`src/rtl/sms_pkg.sv`:
```
// Shared definitions for the Sly Man Says playback engine and input checker:
// state encoding, LFSR taps, default seed and colour-to-LED mapping.
package sms_pkg;

   typedef enum logic [2:0] {
      S_IDLE = 3'd0,
      S_LOAD = 3'd1,
      S_ON   = 3'd2,
      S_GAP  = 3'd3,
      S_DONE = 3'd4
   } state_t;

   localparam int unsigned LFSR_W   = 16;
   localparam int unsigned STEP_W   = 6;
   localparam int unsigned LED_W    = 4;

   localparam logic [LFSR_W-1:0] DEFAULT_SEED = 16'hACE1;
   // Feedback taps at bits 15, 13, 12 and 10
   localparam logic [LFSR_W-1:0] LFSR_TAPS    = 16'hB400;

   localparam logic [LED_W-1:0] LED_C0 = 4'b0001;
   localparam logic [LED_W-1:0] LED_C1 = 4'b0010;
   localparam logic [LED_W-1:0] LED_C2 = 4'b0100;
   localparam logic [LED_W-1:0] LED_C3 = 4'b1000;

   function automatic logic [LFSR_W-1:0] lfsr_next(input logic [LFSR_W-1:0] s);
      return {s[LFSR_W-2:0], ^(s & LFSR_TAPS)};
   endfunction

   // Colour is the two LSBs of the LFSR state
   function automatic logic [LED_W-1:0] led_of(input logic [LFSR_W-1:0] s);
      logic [LED_W-1:0] l;
      case (s[1:0])
         2'd0:    l = LED_C0;
         2'd1:    l = LED_C1;
         2'd2:    l = LED_C2;
         default: l = LED_C3;
      endcase
      return l;
   endfunction

endpackage

```
`src/rtl/seq_player_if.sv`:
```
// Control/status bundle between the game controller and the sequence player.
interface seq_player_if;
   logic        start;
   logic [5:0]  round_len;
   logic [15:0] seed;
   logic [3:0]  led;
   logic [5:0]  step_idx;
   logic        busy;
   logic        done;

   modport master (output start, round_len, seed,
                   input  led, step_idx, busy, done);
   modport slave  (input  start, round_len, seed,
                   output led, step_idx, busy, done);
endinterface

```
`src/rtl/lfsr16.sv`:
```
// 16-bit Fibonacci LFSR shared by the player and the input checker; load wins over step.
module lfsr16 (
   input  logic        clk,
   input  logic        clr,
   input  logic        load,
   input  logic [15:0] seed,
   input  logic        step,
   output logic [15:0] q
);
   import sms_pkg::*;

   always_ff @(posedge clk or posedge clr) begin
      if (clr)       q <= '0;
      else if (load) q <= seed;
      else if (step) q <= lfsr_next(q);
   end

endmodule

```
`src/rtl/seq_player.sv`:
```
// Plays the first round_len colours of the seeded LFSR sequence on four one-hot LEDs,
// each lit for ON_CYCLES then dark for OFF_CYCLES.
module seq_player #(
   parameter int unsigned ON_CYCLES    = 25000000,
   parameter int unsigned OFF_CYCLES   = 12500000,
   parameter int unsigned TIMER_W      = 26,
   parameter logic [15:0] DEFAULT_SEED = sms_pkg::DEFAULT_SEED
) (
   input  logic         clk,
   input  logic         clr,
   seq_player_if.slave  bus
);
   import sms_pkg::*;

   localparam logic [TIMER_W-1:0] ON_LOAD  = TIMER_W'(ON_CYCLES - 1);
   localparam logic [TIMER_W-1:0] OFF_LOAD = TIMER_W'(OFF_CYCLES - 1);

   state_t               state;
   logic [TIMER_W-1:0]   timer;
   logic [STEP_W-1:0]    len_q;
   logic [STEP_W-1:0]    step_q;
   logic [LED_W-1:0]     led_q;
   logic                 busy_q;
   logic                 done_q;
   logic [LFSR_W-1:0]    lfsr_q;
   logic [LFSR_W-1:0]    seed_c;
   logic                 load_c;
   logic                 step_c;

   assign seed_c = (bus.seed == '0) ? DEFAULT_SEED : bus.seed;
   assign load_c = (state == S_LOAD);
   // Advance exactly once per step, on the ON->GAP transition
   assign step_c = (state == S_ON) && (timer == '0);

   lfsr16 u_lfsr (
      .clk  (clk),
      .clr  (clr),
      .load (load_c),
      .seed (seed_c),
      .step (step_c),
      .q    (lfsr_q)
   );

   always_ff @(posedge clk or posedge clr) begin
      if (clr) begin
         state  <= S_IDLE;
         timer  <= '0;
         len_q  <= '0;
         step_q <= '0;
         led_q  <= '0;
         busy_q <= 1'b0;
         done_q <= 1'b0;
      end else begin
         done_q <= 1'b0;
         case (state)
            S_IDLE: begin
               led_q  <= '0;
               busy_q <= 1'b0;
               if (bus.start) begin
                  if (bus.round_len != '0) begin
                     state  <= S_LOAD;
                     busy_q <= 1'b1;
                  end else begin
                     state  <= S_DONE;
                     done_q <= 1'b1;
                  end
               end
            end
            S_LOAD: begin
               // LFSR loads on this same edge, so take the first colour from the seed
               len_q  <= bus.round_len;
               step_q <= '0;
               timer  <= ON_LOAD;
               led_q  <= led_of(seed_c);
               state  <= S_ON;
            end
            S_ON: begin
               if (timer == '0) begin
                  led_q <= '0;
                  timer <= OFF_LOAD;
                  state <= S_GAP;
               end else begin
                  timer <= timer - TIMER_W'(1);
               end
            end
            S_GAP: begin
               if (timer != '0) begin
                  timer <= timer - TIMER_W'(1);
               end else if (step_q == len_q - STEP_W'(1)) begin
                  busy_q <= 1'b0;
                  done_q <= 1'b1;
                  state  <= S_DONE;
               end else begin
                  step_q <= step_q + STEP_W'(1);
                  timer  <= ON_LOAD;
                  led_q  <= led_of(lfsr_q);
                  state  <= S_ON;
               end
            end
            S_DONE: begin
               led_q <= '0;
               state <= S_IDLE;
            end
            default: state <= S_IDLE;
         endcase
      end
   end

   assign bus.led      = led_q;
   assign bus.step_idx = step_q;
   assign bus.busy     = busy_q;
   assign bus.done     = done_q;

endmodule

```
`src/flat_wrapper.sv`:
```
// flat-port wrapper written by rule: the top's interface ports become plain ports
module seq_player_flat import sms_pkg::*;
#(
   parameter int unsigned ON_CYCLES    = 25000000,
   parameter int unsigned OFF_CYCLES   = 12500000,
   parameter int unsigned TIMER_W      = 26,
   parameter logic [15:0] DEFAULT_SEED = sms_pkg::DEFAULT_SEED
)
  (clk, clr, bus_start, bus_round_len, bus_seed, bus_led, bus_step_idx, bus_busy, bus_done);
  seq_player_if bus_i ();
  input  logic clk;
  input  logic clr;
  input wire logic [$bits(bus_i.start)-1:0] bus_start;
  input wire logic [$bits(bus_i.round_len)-1:0] bus_round_len;
  input wire logic [$bits(bus_i.seed)-1:0] bus_seed;
  output wire logic [$bits(bus_i.led)-1:0] bus_led;
  output wire logic [$bits(bus_i.step_idx)-1:0] bus_step_idx;
  output wire logic [$bits(bus_i.busy)-1:0] bus_busy;
  output wire logic [$bits(bus_i.done)-1:0] bus_done;
  assign bus_i.start = bus_start;
  assign bus_i.round_len = bus_round_len;
  assign bus_i.seed = bus_seed;
  assign bus_led = bus_i.led;
  assign bus_step_idx = bus_i.step_idx;
  assign bus_busy = bus_i.busy;
  assign bus_done = bus_i.done;
  seq_player #(.ON_CYCLES(ON_CYCLES), .OFF_CYCLES(OFF_CYCLES), .TIMER_W(TIMER_W), .DEFAULT_SEED(DEFAULT_SEED)) u_core (.clk(clk), .clr(clr), .bus(bus_i));
endmodule
```
`config.mk`:
```
export PLATFORM = sky130hd
export DESIGN_NAME = seq_player_flat
export DESIGN_NICKNAME = d
export VERILOG_FILES = /design/src/rtl/sms_pkg.sv /design/src/rtl/seq_player_if.sv /design/src/rtl/lfsr16.sv /design/src/rtl/seq_player.sv /design/src/flat_wrapper.sv
export SDC_FILE = /design/constraint.sdc
export NUM_CORES = 1
export LEC_CHECK = 0
export ABC_AREA = 1
export CAP_MARGIN = 40
export CORE_UTILIZATION = 51
export DETAILED_ROUTE_END_ITERATION = 10
export HOLD_SLACK_MARGIN = 0.08
export PLACE_DENSITY = 0.77
export RECOVER_POWER = 100
export SYNTH_ARGS = -nofsm -noshare
export SYNTH_HDL_FRONTEND = slang
export SYNTH_SLANG_ARGS = --single-unit
export TNS_END_PERCENT = 1
```
`constraint.sdc`:
```
create_clock -name clk -period 2.6 [get_ports clk]
set_input_delay 0.52 -clock clk [delete_from_list [all_inputs] [get_ports clk]]
set_output_delay 0.52 -clock clk [all_outputs]
set_load 0.01 [all_outputs]
```
==> results of run 1 <==
==> cells in the mapped netlist <==
cell type,instances,share of area [%]
o21ai_0,40,5.0
nand3_2,1,0.25
inv_1,52,4.8
nor2_2,4,0.62
nand2_4,2,0.56
a21boi_0,1,0.19
o21ai_1,1,0.12
o22ai_1,11,1.7
inv_2,1,0.093
nand3b_1,2,0.37
nor3_1,3,0.37
buf_8,3,1.1
nor2_1,60,5.6
ha_1,4,1.2
nand2_1,186,17
a21oi_1,6,0.74
clkbuf_1,7,0.65
or2_1,1,0.16
o31ai_1,2,0.37
nand4_1,15,2.3
o2111ai_1,1,0.22
o32ai_1,1,0.22
a21o_1,1,0.19
buf_2,2,0.25
or2_2,6,0.93
xor2_1,13,2.8
buf_1,1,0.093
o221ai_1,1,0.22
nor2_8,1,0.50
xnor2_1,6,1.3
nor2_4,2,0.56
nor4_1,2,0.31
o21a_1,1,0.19
o211ai_1,5,0.93
dfrtp_1,63,39
nand2_2,6,0.93
nand3_1,46,5.7
buf_6,2,0.56
a31oi_1,6,0.93
nand4_4,1,0.53
==> state kept, by name, summed over array words and instances (netlist names) <==
register and count:
u_core.state 3, u_core.len_q 6, u_core.bus.busy 1, u_core.bus.step_idx 6, u_core.u_lfsr.q 16, u_core.timer 26, u_core.bus.done 1, u_core.bus.led 4
==> cell families (layout without fill, tap and decap cells) <==
logic type               count (synthesis)  count (layout)  share of synthesized area [%]
AND/OR/NAND/NOR                        338             338                           37.0
AO/OA/AOI/OAI                           77              77                           11.0
buffers and inverters                   68             110                           7.60
flip-flops                              63              63                           39.1
XOR/XNOR                                19              19                           4.12
adder cells (fa/ha/maj)                  4               4                           1.24
==> final timing paths <==
| path | endpoint | cells after the start |
|---|---|---|
| min reg2reg | u_core.bus.led[1]$_DFFE_PP0P_ | 2 |
| min in group asynchronous | u_core.u_lfsr.q[15]$_DFFE_PP0P_ | 2 |
| max | u_core.bus.step_idx[3]$_DFFE_PP0P_ | 7 |
| min | u_core.bus.led[1]$_DFFE_PP0P_ | 2 |
| max reg2reg | u_core.bus.step_idx[3]$_DFFE_PP0P_ | 7 |
| max in group asynchronous | u_core.len_q[3]$_DFFE_PP0P_ | 3 |
==> worst max-delay path, delay by kind of cell (launching register included) <==
| kind | cells | cell delay [ns] |
|---|---|---|
| AO/OA/AOI/OAI | 1 | 0.29 |
| AND/OR/NAND/NOR | 6 | 1.40 |
| flip-flops | 1 | 0.46 |
==> stage by stage <==
stage | setup WS (ns) | std cells
2_1_floorplan | 0.510 | 569
3_3_place_gp | 0.542 | 697
3_5_place_dp | 0.486 | 697
4_1_cts | 0.459 | 713
5_1_grt | 0.147 | 713
6_report | 0.356 | 713
==> power by group through the flow <==
stage / logic, uW / registers (uW) / clock network, uW
after detailed placement: 136 / 1030 / 0
final: 132 / 1010 / 796
after global placement: 134 / 1030 / 0
after floorplan: 66.5 / 1030 / 0
after CTS: 137 / 1010 / 805
after global routing: 150 / 1010 / 844
==> cell usage in the layout, fill, tap and decap left out, types with 6 or more instances in the layout <==
cell,Yosys,final
inv_1,52,52
clkdlybuf4s50_1,0,23
or2_2,6,6
dfrtp_1,63,63
xnor2_1,6,6
xor2_1,13,13
o21ai_0,40,40
nand4_1,15,16
dlygate4sd3_1,0,13
a31oi_1,6,6
nand2_1,186,190
clkbuf_8,0,11
nor2_1,60,60
a21oi_1,6,6
nand3_1,46,47
o22ai_1,11,11
==> final cells by class <==
cell class                 instances  area, sq um
timing repair buffer              41          407
clock inverter                     5         32.5
multi-input combinational        438         2120
inverter                          53          199
fill                             745         3070
tap                              102          128
sequential                        63         1580
clock buffer                      11          151
==> routing by layer <==
layer | up-vias | track usage (%)
met3 | 12 | 5.28
met4 | 0 | 9.13
met1 | 1827 | 35.6
met5 | - | 0
met2 | 133 | 40.0
li1 | 1943 | -
==> results.cfg, run 1 <==
[drt]
ant_nets = 0
maxUsedRoutingLayer = met4
vias_per_cell = 5.49
wl_met3_microns = 606
wl_met2_microns = 4610
detail_route.wl_per_cell_microns = 14.0
dr.pass1.iters = 5
finalWirelength_microns = 9960
drc = 0
num_vias = 3915
drtIter0Drc = 300
drt-met1-wl_microns = 4620

[setup_path]
critPathMaxFanout = 10
criticalPathCategory = reg2reg
cp_data_required_time_ns = 2.85
critPathLaunch = u_core.timer[15]$_DFFE_PP0P_
r2r_start = u_core.timer[15]$_DFFE_PP0P_
crit_arrival_ns = 2.49
crit_chain = nor2_1 -> nand2_1 -> nor2_8 -> nand4_1 -> nand2_1 -> nand3_1 -> o21ai_0
timing.critical_path.mode_cell = nand2_1
critical_path.max_stage_delay_ns = 0.46
slowest_stage = dfrtp_1
startpoint_type = flip-flop
endpoint_kind = flip-flop
r2r_slack_ns = 0.36

[place]
place_congestion = 0.935
placed_area_sq_um = 4470
io_buffers = 36
dp_hpwl_microns = 7370

[sta]
rsz0062_at_grt = no
max_slew_margin_pct = 32.1
finalSetupViolCount = 0
clock_skew_ns = 0.0185
max_freq_mhz = 446
drv_slew = 0
fin_crit_sh_pct = 86.3
holdWs_ns = 0.488
hold_viol = 0
finalSetupTns_ns = 0
period_needed_ns = 2.24
tightest_slew_ns = 1.02

[layout]
diodes = 0
area_growth_pct = 14.4
stdcell_area_sq_um = 4620
final_util_pct = 60.0
drive_above_1_share_pct = 6.22
nNetsFinal = 635

[pwr]
switching_share_pct = 24.8
clock_power_share_pct = 41.0
p_switching_uw = 480
internal_power_uw = 1460
power_uw = 1940
power_frac_seq_pct = 52.2
comb_power_share_pct = 6.8
powerDensity_nw_per_um2 = 420
peakVddDrop_uv = 297
power.leakage_uw = 0.00222

[logic_synthesis]
synth.distinct_cells = 40
yosys_warnings = 0
syn_inst = 569
syn_area_sq_um = 4040
synth_fp_nets = 598
avgSynthCellArea_sq_um = 7.09
ys_seq_area_share_pct = 39.1
ys_ff_latch = 63

[job]
max_cap_violations = 0

[die]
die_width_microns = 91.0
fp.coreArea_sq_um = 7690
initial_core_util_pct = 52.5
fp.dieH_microns = 91.0
boundaryPins = 37
num_rows = 32
die_area_sq_um = 8270

[global_route]
grt_pass1_vias = 3613
grt_overflow = 0
antenna_found_initial = 0
grt_usage_pct = 25.7
grt_max_degree = 43
grt_pass1_wl_microns = 16900

[clock_tree]
worstSkewPairLatency_ns = 0.35
cts_tree = done
clockBufferDepth = 2
clock-sinks = 63
clock-root-buffer = clkbuf_8
postCtsSetupBuffers = 0
cts_resized = 0
path_clk_slew_ns = 0.08
cts_buffers = 9
htreeDepth = 3
hold_buffers = 0

[min_path]
hold_path_class = reg2reg
min_from = u_core.bus.led[1]$_DFFE_PP0P_

[status]
status = completed
No activity file was read; power rests on OpenSTA's default activity.
==> run 2: changes to the inputs <==
--- a/config.mk
+++ b/config.mk
@@ -7,10 +7,11 @@
 export LEC_CHECK = 0
 export ABC_AREA = 1
 export CAP_MARGIN = 40
-export CORE_UTILIZATION = 51
+export CORE_UTILIZATION = 55
 export DETAILED_ROUTE_END_ITERATION = 10
+export GPL_ROUTABILITY_DRIVEN = 0
 export HOLD_SLACK_MARGIN = 0.08
-export PLACE_DENSITY = 0.77
+export PLACE_DENSITY = 0.82
 export RECOVER_POWER = 100
 export SYNTH_ARGS = -nofsm -noshare
 export SYNTH_HDL_FRONTEND = slang
==> constraint.sdc (replaced) <==
create_clock -name clk -period 2.6 [get_ports clk]
set_input_delay 0.26 -clock clk [delete_from_list [all_inputs] [get_ports clk]]
set_output_delay 0.26 -clock clk [all_outputs]
set_load 0.01 [all_outputs]
==> run 2 against run 1 <==
Against the previous run:
- the flow now finishes with violations (max-capacitance violations, max-slew violations)
- non-clock buffer count increased by 1
- maximum frequency fell by 4.2%
- critical endpoint is now u_core.timer[20]$_DFFE_PP0P_
- combinational power barely moved
- via count grew 1.1%
- worst setup slack worse by 0.098 ns
==> results.cfg, run 2 (synthesized netlist as in run 1, its figures left out) <==
[place]
pre_cts_slack_ns = 0.399
dp_hpwl_microns = 7300
post-place-cells = 692
io_buffers = 36

[setup_path]
endpoint_kind = flip-flop
r2r_start = u_core.len_q[0]$_DFFE_PP0P_
criticalPathCategory = reg2reg
r2r_end = u_core.timer[20]$_DFFE_PP0P_
critPathMaxFanout = 14
cp_data_required_time_ns = 2.83
startpoint_type = flip-flop
crit_arrival_ns = 2.57
reg2reg_depth = 11
r2r_slack_ns = 0.26

[drt]
finalWirelength_microns = 10100
drc = 0
dr.pass1.iters = 5
ant_nets = 0
detail_route.wl_per_cell_microns = 14.2
vias_per_cell = 5.59
num_vias = 3960
drtIter0Drc = 353

[pwr]
powerDensity_nw_per_um2 = 439
power.leakage_uw = 0.00224
peakVddDrop_uv = 439

[clock_tree]
clock-root-buffer = clkbuf_8
cts_tree = done
clock-sinks = 63
worstSkewPairLatency_ns = 0.35
clockBufferDepth = 2
postCtsSetupBuffers = 0
htreeDepth = 3
cts_resized = 0
hold_buffers = 0
cts_buffers = 9
path_clk_slew_ns = 0.08

[die]
die_area_sq_um = 7680
boundaryPins = 37
fp.dieH_microns = 87.7
num_rows = 30
die_width_microns = 87.7
fp.coreArea_sq_um = 6940
initial_core_util_pct = 58.1

[sta]
clock_skew_ns = 0.0105
tightest_slew_ns = 1.53
rsz0062_at_grt = no
max_slew_margin_pct = -2.12
finalSetupViolCount = 0
fin_crit_sh_pct = 90.1
finalSetupTns_ns = 0
hold_viol = 0
period_needed_ns = 2.34
drv_slew = 64
max_freq_mhz = 427
setup_slack_ns = 0.258

[job]
max_cap_violations = 1

[global_route]
grt_pass1_vias = 3749
grt_pass1_wl_microns = 16900
grt_usage_pct = 28.4
grt_overflow = 0
grt_max_degree = 64
antenna_found_initial = 0

[layout]
filler_cell_count = 589
nNetsFinal = 636
final_cells = 708
drive_above_1_share_pct = 6.37
final_util_pct = 66.6
layout_common_cells = nand2_1 (191), dfrtp_1 (63), nor2_1 (60)
regMostFlops = u_core.timer
final_common_cell = nand2_1
largest_reg_flops = 26
diodes = 0
area_growth_pct = 14.6
ff_latch_area_sq_um = 1580
multi_input_area_sq_um = 2120
reg.largest.list = u_core.timer: 26 flops, u_core.u_lfsr.q: 16 flops

[status]
violations = max-capacitance violations, max-slew violations
status = finished, violations left

[min_path]
holdPathEnd = u_core.bus.led[1]$_DFFE_PP0P_
hold_path_class = reg2reg
hold_path_depth = 2
min_from = u_core.bus.led[1]$_DFFE_PP0P_
-- run 2: cell types whose count changed in the layout (fill, tap and decap cells not counted), sizes merged --
cell	before	now
clkinvlp	3	1
buf	4	5
clkbuf	12	11
bufinv	0	1
clkinv	2	4
-- run 2: cell type report --
| type | instances | share of cell area (%) |
|---|---|---|
| clock inverters | 6 | 1.49 |
| flip-flops and latches | 63 | 34.1 |
| well taps | 96 | 2.60 |
| clock buffers | 10 | 2.98 |
| inverters | 53 | 4.30 |
| multi-input cells | 438 | 45.8 |
| repair buffers | 42 | 8.71 |
-- run 2: worst max path at each step --
stage / slack (ns) / to / startpoint
after floorplan: 0.77 / u_core.bus.busy$_DFFE_PP0P_ / clr
after global placement: 0.57 / u_core.timer[12]$_DFFE_PP0P_ / u_core.len_q[0]$_DFFE_PP0P_
after detailed placement: 0.40 / u_core.timer[20]$_DFFE_PP0P_ / u_core.len_q[0]$_DFFE_PP0P_
after CTS: 0.37 / u_core.timer[20]$_DFFE_PP0P_ / u_core.len_q[0]$_DFFE_PP0P_
after global routing: 0.09 / u_core.timer[12]$_DFFE_PP0P_ / u_core.len_q[0]$_DFFE_PP0P_
final: 0.26 / u_core.timer[20]$_DFFE_PP0P_ / u_core.len_q[0]$_DFFE_PP0P_
-- run 2: power by group --
part | internal [uW] | switching (uW)
registers | 1000 | 13.0
logic | 63.3 | 67.1
clock network | 473 | 413
total | 1540 | 493
-- run 2: layer usage --
| metal | up-vias | share of wire [%] | GRT usage, % |
|---|---|---|---|
| met5 | - | 0 | 0 |
| met4 | 0 | 1.6 | 9.84 |
| met3 | 20 | 7.1 | 6.97 |
| met1 | 1844 | 43 | 35.4 |
| met2 | 161 | 49 | 48.3 |
| li1 | 1935 | - | - |
-- run 2: worst max-delay path: stages (launching register included) --
cell	delay, ns
dfrtp_1	0.39
inv_1	0.14
ha_1	0.27
xnor2_1	0.14
nor2_1	0.13
nand3_1	0.10
nor2_1	0.16
nand4_1	0.25
nand2_4	0.23
inv_1	0.23
nand2_1	0.12
nand2_1	0.06
-- run 2: through the flow --
stage	hold WS, ns	total power, uW	cell area [sq um]
2_1_floorplan	0.377	1100	4040
3_3_place_gp	0.472	1160	4470
3_5_place_dp	0.476	1170	4470
4_1_cts	0.301	2040	4670
5_1_grt	0.517	2090	4620
6_report	0.486	2030	4620
==> run 3: changes to the inputs <==
--- a/config.mk
+++ b/config.mk
@@ -16,4 +16,4 @@
 export SYNTH_ARGS = -nofsm -noshare
 export SYNTH_HDL_FRONTEND = slang
 export SYNTH_SLANG_ARGS = --single-unit
-export TNS_END_PERCENT = 1
+export TNS_END_PERCENT = 50
==> results of run 3 <==
Final layout, timing and power as in run 2 (identical DEF).
